--- src/rtl/imm_gen.sv ---
// imm_gen: RV32I decode-stage immediate generator.
// Extracts and sign-extends the I, S, B or J immediate from the instruction
// word as chosen by immSel, and registers the result with a valid flag
// (one cycle latency, one result per cycle).
// Optional feature macro: IMMGEN_UTYPE_EN adds the uSel port and the U-type
// immediate {i[31:12], 12'h000}, which takes precedence over immSel.
module imm_gen (
    input  logic        clk,
    input  logic        rst,
    input  logic        in_valid,
    input  logic [31:0] instruction,
    input  logic [1:0]  immSel,
`ifdef IMMGEN_UTYPE_EN
    input  logic        uSel,
`endif
    output logic [31:0] Imm,
    output logic        out_valid
);

    // Format select encodings.
    localparam logic [1:0] SEL_I = 2'b00;
    localparam logic [1:0] SEL_S = 2'b01;
    localparam logic [1:0] SEL_B = 2'b10;
    localparam logic [1:0] SEL_J = 2'b11;

    // I-type: 12-bit immediate in the top field.
    function automatic logic [31:0] imm_i(input logic [31:0] i);
        imm_i = {{20{i[31]}}, i[31:20]};
    endfunction

    // S-type: immediate split between funct7 and rd positions.
    function automatic logic [31:0] imm_s_fmt(input logic [31:0] i);
        imm_s_fmt = {{20{i[31]}}, i[31:25], i[11:7]};
    endfunction

    // B-type: branch offset, always even.
    function automatic logic [31:0] imm_b(input logic [31:0] i);
        imm_b = {{19{i[31]}}, i[31], i[7], i[30:25], i[11:8], 1'b0};
    endfunction

    // J-type: jump offset, always even.
    function automatic logic [31:0] imm_j(input logic [31:0] i);
        imm_j = {{11{i[31]}}, i[31], i[19:12], i[20], i[30:21], 1'b0};
    endfunction

`ifdef IMMGEN_UTYPE_EN
    // U-type: upper 20 bits, low 12 bits cleared.
    function automatic logic [31:0] imm_u(input logic [31:0] i);
        imm_u = {i[31:12], 12'h000};
    endfunction
`endif

    logic [31:0] imm_s;
    logic [31:0] imm_r;
    logic        valid_r;

    // Opcode bits never contribute to any immediate.
    logic unused_s;
    assign unused_s = ^instruction[6:0];

    // Select the immediate format for the current instruction word.
    always_comb begin
        imm_s = 32'h0000_0000;
`ifdef IMMGEN_UTYPE_EN
        if (uSel) begin
            imm_s = imm_u(instruction);
        end else begin
`endif
            case (immSel)
                SEL_I:   imm_s = imm_i(instruction);
                SEL_S:   imm_s = imm_s_fmt(instruction);
                SEL_B:   imm_s = imm_b(instruction);
                SEL_J:   imm_s = imm_j(instruction);
                default: imm_s = imm_i(instruction);
            endcase
`ifdef IMMGEN_UTYPE_EN
        end
`endif
    end

    // Output register: reset clears, accepted instruction captures, idle holds Imm.
    always_ff @(posedge clk) begin
        if (rst) begin
            imm_r   <= 32'h0000_0000;
            valid_r <= 1'b0;
        end else if (in_valid) begin
            imm_r   <= imm_s;
            valid_r <= 1'b1;
        end else begin
            imm_r   <= imm_r;
            valid_r <= 1'b0;
        end
    end

    assign Imm       = imm_r;
    assign out_valid = valid_r;

endmodule

--- config.mk ---
export PLATFORM = sky130hd
export DESIGN_NAME = imm_gen
export DESIGN_NICKNAME = d
export VERILOG_FILES = /design/src/rtl/imm_gen.sv
export SDC_FILE = /design/constraint.sdc
export NUM_CORES = 1
export LEC_CHECK = 0
export BUFFER_PORTS_ARGS = -buffer_cell sky130_fd_sc_hd__buf_2
export CAP_MARGIN = 20
export CORE_MARGIN = 5
export CORE_UTILIZATION = 35
export DETAILED_ROUTE_END_ITERATION = 10
export PLACE_DENSITY = 0.72
export RECOVER_POWER = 25
export SLEW_MARGIN = 20
export SYNTH_ARGS = -nofsm -noshare
export SYNTH_HDL_FRONTEND = slang
export SYNTH_SLANG_ARGS = --single-unit
export TNS_END_PERCENT = 100
--- constraint.sdc ---
create_clock -name clk -period 0.9 [get_ports clk]
set_input_delay 0.09 -clock clk [delete_from_list [all_inputs] [get_ports clk]]
set_output_delay 0.09 -clock clk [all_outputs]
set_load 0.02 [all_outputs]
Word-level counts from Yosys, hierarchy flattened
Cells that the tools add are included.
Storage, ports and cells
  bits in registers: 33
  bits of input ports: 37
  output and inout port bits: 33
  logic and storage cells: 8
Operators by class
  equal/unequal tests: 3
  multiplexer cells: 2
  reduce and logical (&&, ||, !) cells: 1
Operators with widths (count)
  $pmux W32 S4: 1
  $eq A2 B2 Y1 const B: 2
  $eq A2 B1 Y1 const B: 1
  $logic_not A2 Y1: 1
  $mux W1: 1

Longest topological paths before layout
Gate-level depths: netlist of run 1.
  depth after elaboration: 2
  depth in mapped cells: 4
  depth with buffers taken out: 3

Worst setup path before layout of run 1
OpenSTA, ideal clock, no wires.
  kind: input-to-reg
  start point: input port in_valid
  end point: register imm_r[10] (netlist: Imm[10])
  setup time: 128 ps
  arrival time: 780 ps
  required time: 772 ps
  setup slack: -8 ps
  stages: 4
  buffers on the path: 2
  cells stage by stage: clkbuf_1 -> buf_2 -> mux2i_1 -> nor2_1
RTL lines
  start, declared: RTL line 10  | input logic in_valid,
  end signal, assigned: RTL line 87  | imm_r <= imm_s;
  end signal, assigned: RTL line 90  | imm_r <= imm_r;
  end, declared: RTL line 54  | logic [31:0] imm_r;

==> results of run 1 <==
## layout make-up
class / count / share of cell area, %
clock buffers: 4 / 2.35
inverters: 1 / 0.243
multi-input cells: 62 / 27.0
flip-flops and latches: 22 / 30.4
well taps: 31 / 2.51
repair buffers: 77 / 37.5
## cells in the mapped netlist, drive strengths merged
cell and number:
dfxtp 22, nor2 20, buf 14, a211oi 12, mux2i 12, a31oi 9
clkbuf 5, nor2b 2, a21boi 1, a21o 1, a21oi 1, inv 1
mux2 1, nand2b 1, o21ai 1, xor2 1
## how the worst max path moves through the flow
| stage | start | end | slack (ns) | cells past startpoint |
|---|---|---|---|---|
| 2_1_floorplan | in_valid | Imm[30] | 0.007 | 4 |
| 3_3_place_gp | immSel[0] | Imm[1] | -0.08 | 5 |
| 3_5_place_dp | immSel[0] | Imm[2] | -0.14 | 5 |
| 4_1_cts | Imm[30] | Imm[23] | -0.10 | 1 |
| 5_1_grt | Imm[30] | Imm[31] | -0.15 | 1 |
| 6_report | Imm[30] | Imm[31] | -0.07 | 1 |
## metal layers
metal | track usage, % | up-vias | wire length [um]
li1 | - | 480 | -
met1 | 14.9 | 425 | 1080
met2 | 20.9 | 34 | 1280
met3 | 4.86 | 4 | 241
met4 | 3.98 | 0 | 39
met5 | 0 | - | 0
## per-stage QoR
step | TNS, ns | power (mW)
floorplan | 0 | 1.44
global placement | -0.378 | 1.62
detailed placement | -0.602 | 1.64
CTS | -1.20 | 2.24
global route | -1.94 | 2.41
finish | -0.855 | 2.28
## cells by family after synthesis
logic type,count (synthesis),synth area share (%)
simple gates,23,9.60
mux,13,13.4
compound gates,25,17.9
xor+xnor,1,1.66
flops,22,45.1
buf+inv,20,12.3
## timing repair
item,4_1_cts,5_1_grt
gates resized for setup,37,27
endpoints found under the setup margin,32,33
buffers inserted,1,4
hold endpoints to repair,0,0
cloned,0,0
## sequential cells by signal, indices dropped and copies added (netlist names)
| signal | count |
|---|---|
| out_valid | 1 |
| Imm | 21 |
## where the power goes
part / switching, mW / internal, mW / total [mW] / leakage [nW]
clock: 0.293 / 0.247 / 0.540 / 0.0210
combinational: 0.310 / 0.324 / 0.635 / 0.551
sequential: 0.0484 / 1.05 / 1.10 / 0.190
## cells in the final DEF, fill, tap and decap left out, drive strengths merged
master  instances
buf            76
dfxtp          22
nor2           20
a211oi         12
mux2i          12
a31oi           9
clkbuf          5
nor2b           2
a21boi          1
nand2b          1
o21ai           1
a21o            1
a21oi           1
xor2            1
inv             1
mux2            1
==> impl_metrics.json, run 1 <==
{
  "antenna_found_initial": 0,
  "seqCellArea_sq_um": 470,
  "post-route-util_pct": 57.0,
  "drv_cap": 0,
  "place_inst": 188,
  "yosysTopAreaCell": "dfxtp_1",
  "synth_fp_nets": 141,
  "cp_max_fo": 13,
  "num_rows": 19,
  "holdWs_ns": 0.0292,
  "synthToLayoutAreaGrowth_pct": 58.1,
  "nNetsFinal": 204,
  "drive_above_1_share_pct": 63.9,
  "layout.cells.non_filler": 197,
  "routed_wl_um": 2640,
  "crit_arrival_ns": 0.88,
  "critPathMaxStageDelay_ns": 0.41,
  "hold_start": "instruction[25]",
  "hold_class": "in -> reg",
  "critPathBufInv": 1,
  "final_cell_area_sq_um": 1550,
  "status": "finished with violations",
  "dpl_cell_area_sq_um": 1310,
  "wl_per_cell_um": 13.4,
  "r2r-start": "Imm[6]",
  "slew_violations": 0,
  "power.density_nw_per_um2": 1470,
  "post-place-ws_ns": -0.140,
  "yosysTopAreaCellShare_pct": 45.1,
  "reg2reg_to": "Imm[6]",
  "core_sq_um": 2710,
  "r2r_cells": 3,
  "setup_violations": 12,
  "synth_cells": 104,
  "clk_latency_ns": 0.30,
  "grt_first_pass_wirelength_um": 4150,
  "overflow": 0,
  "yosysWarnings": 0,
  "finalCritPeriodShare_pct": 108,
  "filler_cell_count": 261,
  "synth.avg_cell_area_sq_um": 9.40,
  "seq_area_frac_synth_pct": 45.1,
  "dieArea_sq_um": 3950,
  "initial_core_util_pct": 36.1,
  "finalWorstSetupSlack_ns": -0.0736,
  "ys_seq_elements": 22,
  "end_kind": "primary output",
  "cp_cell_sequence": "buf_2",
  "cts-root-buf": "clkbuf_4",
  "clock-sinks": 22,
  "startpoint_type": "register",
  "multiInputGateArea_sq_um": 417,
  "dr.pass1.iters": 3,
  "grt_max_degree": 23,
  "path_clk_slew_ns": 0.12,
  "fmax_mhz": 1030,
  "crit_path_top_delay_cell": "dfxtp_4",
  "holdBufCountCts": 0,
  "drc": 0,
  "diodes": 0,
  "die_width_um": 62.8,
  "cts_buffers": 3,
  "relSlewSlack_pct": 68.3,
  "rrSetupSlack_ns": 0.12,
  "vias": 943,
  "holdPathEnd": "Imm[5]",
  "tritoncts": "yes",
  "power.leakage_nw": 0.762,
  "rsz0062_at_grt": "yes",
  "setup.worst_path.class": "reg -> out",
  "crit_family": "flip-flops",
  "worst_pin_slew_ns": 0.476,
  "io_buffer_count": 62,
  "period_needed_ns": 0.974,
  "grt_usage_pct": 12.6,
  "avgViaCountPerCell": 4.79,
  "ant_nets": 0,
  "drt_iter0_markers": 17,
  "htreeDepth": 1,
  "synth_cell_type_count": 17,
  "grt_pass1_vias": 942,
  "finalHoldViolCount": 0,
  "violations": "negative setup slack",
  "ys_top_cells_by_area": "dfxtp_1 (45%), mux2i_1 (12%), a211oi_1 (9.2%)",
  "syn-cell-area_sq_um": 977,
  "gp_congestion": 0.710,
  "clock_skew_ns": 0,
  "hold_depth": 3,
  "dp_hpwl_um": 1900,
  "die_y_um": 62.8,
  "irDropWorstVdd_mv": 0.911,
  "cp_data_required_time_ns": 0.81,
  "clockBufferDepth": 2,
  "num_io_pins": 70
}
Note: power is estimated with default switching activity, not from simulation.
==> run 2, diff against run 1 <==
SETUP_SLACK_MARGIN = 0.1   (was unset)
==> run 2 against run 1 <==
Compared with the run above: the flow still finishes with violations (negative setup slack); clock-buffer cell count unchanged; first-iteration DRC count up 59%; via count fell by 0.53%; total power is essentially flat; final cell count decreased by 2.5%; critical path depth unchanged; core utilization is 0.18 points lower; routed wire length increased by 4.1%; flip-flop and latch count stayed put; critical endpoint is now Imm[25]; largest power group unchanged.
==> impl_metrics.json, run 2 (synthesized netlist as in run 1, its figures left out) <==
{
  "hold_class": "in -> reg",
  "rsz0062_at_grt": "yes",
  "grt_pass1_vias": 994,
  "relSlewSlack_pct": 68.9,
  "cp_max_fo": 13,
  "dpl_cell_area_sq_um": 1320,
  "worst_pin_slew_ns": 0.467,
  "num_io_pins": 70,
  "routed_wl_um": 2750,
  "overflow": 0,
  "crit_arrival_ns": 0.90,
  "layout.cells.non_filler": 192,
  "power_mw": 2.27,
  "ant_nets": 0,
  "clk_latency_ns": 0.30,
  "irDropWorstVdd_mv": 0.946,
  "layout_commonest_cell": "buf_2",
  "finalWorstSetupSlack_ns": -0.0948,
  "switching_share_pct": 29.0,
  "seq_power_share_pct": 48.4,
  "drv_cap": 0,
  "p_int_mw": 1.61,
  "setup.worst_path.class": "reg -> out",
  "die_y_um": 62.8,
  "grt_max_degree": 23,
  "grt_usage_pct": 13.4,
  "end_kind": "primary output",
  "vias": 938,
  "pwr-share-clk_pct": 23.9,
  "share_comb_of_total_power_pct": 27.7,
  "switchingPower_mw": 0.660,
  "post-route-util_pct": 56.8,
  "diodes": 0,
  "num_rows": 19,
  "place_inst": 186,
  "setup_violations": 13,
  "slew_violations": 0,
  "critPathBufInv": 1,
  "antenna_found_initial": 0,
  "cp_cell_sequence": "buf_2",
  "wl_per_cell_um": 14.3,
  "clock-sinks": 22,
  "drc": 0,
  "htreeDepth": 1,
  "dieArea_sq_um": 3950,
  "final_cell_area_sq_um": 1540,
  "crit_path_top_delay_cell": "dfxtp_4",
  "finalHoldViolCount": 0,
  "io_buffer_count": 62,
  "final_cell_mix": "buf_2 (37), buf_6 (21), nor2_1 (20), dfxtp_2 (17)",
  "power.leakage_nw": 0.744,
  "initial_core_util_pct": 36.1,
  "startpoint_type": "register",
  "path_clk_slew_ns": 0.12,
  "finalCritPeriodShare_pct": 111,
  "cp_data_required_time_ns": 0.81,
  "violations": "negative setup slack",
  "dp_hpwl_um": 2010,
  "drive_above_1_share_pct": 60.2,
  "seqCellArea_sq_um": 465,
  "fmax_mhz": 1010,
  "clock_skew_ns": 0,
  "crit_family": "flip-flops",
  "synthToLayoutAreaGrowth_pct": 57.6,
  "avgViaCountPerCell": 4.89,
  "die_width_um": 62.8,
  "drt_iter0_markers": 27,
  "filler_cell_count": 247,
  "period_needed_ns": 0.995,
  "core_sq_um": 2710,
  "holdWs_ns": 0.0229,
  "critPathMaxStageDelay_ns": 0.42,
  "dr.pass1.iters": 4,
  "power.density_nw_per_um2": 1480,
  "multiInputGateArea_sq_um": 432,
  "status": "finished with violations",
  "clockBufferDepth": 2,
  "largest_register_ffs": 21,
  "cts-root-buf": "clkbuf_4",
  "cts_buffers": 3,
  "tritoncts": "yes",
  "gp_congestion": 0.679,
  "grt_first_pass_wirelength_um": 4340,
  "nNetsFinal": 199
}
-- run 2: changes by cell type in the layout (fill, tap and decap cells not counted) --
cell / change
nor2b_4: +1
buf_4: -4
buf_12: +1
dfxtp_2: -4
dfxtp_1: +4
buf_2: -3
dlygate4sd3_1: +1
a21boi_2: -1
nor2b_1: -1
a21boi_4: +1
-- run 2: timing repair --
action | CTS | global route
endpoints found under the setup margin | 33 | 34
buffers inserted | 1 | 0
gates resized for setup | 66 | 3
hold buffers | 0 | 1
endpoints found under the hold margin | 0 | 1
pin swaps | 0 | 1
gates cloned | 0 | 0
-- run 2: area by class of cell --
cell class / instances / area share (%)
multi-input cells: 62 / 28.0
repair buffers: 72 / 36.6
inverters: 1 / 0.244
clock buffers: 4 / 2.36
flip-flops and latches: 22 / 30.2
well taps: 31 / 2.52
-- run 2: metrics by stage --
stage	setup slack [ns]	TNS [ns]
floorplan	0.100	0
finish	-0.0948	-1.05
CTS	-0.116	-1.33
detailed placement	-0.164	-1.45
global route	-0.170	-2.42
global placement	-0.0873	-0.926
-- run 2: power groups by stage --
stage / sequential [mW] / clock [mW] / combinational, mW
after floorplan: 1.18 / 0 / 0.262
after CTS: 1.10 / 0.562 / 0.626
final: 1.10 / 0.543 / 0.630
after global placement: 1.09 / 0 / 0.529
after global routing: 1.11 / 0.629 / 0.675
after detailed placement: 1.10 / 0 / 0.544
-- run 2: final timing paths --
check / startpoint / end / slack (ns) / depth (start not counted)
worst min register to register: Imm[11] / Imm[11] / 0.50 / 2
worst max register to register: Imm[0] / Imm[0] / 0.12 / 3
worst min-delay path: instruction[25] / Imm[5] / 0.02 / 3
worst max-delay path: Imm[30] / Imm[25] / -0.09 / 1
-- run 2: metal layers --
metal / vias to the layer above / part of all wire, % / wire, um / GRT usage (%)
met3: 2 / 7.3 / 201 / 4.50
met4: 0 / 0.62 / 17 / 4.77
met1: 434 / 42 / 1140 / 15.6
met5: - / 0 / 0 / 0
met2: 35 / 50 / 1390 / 22.8
li1: 467 / - / - / -
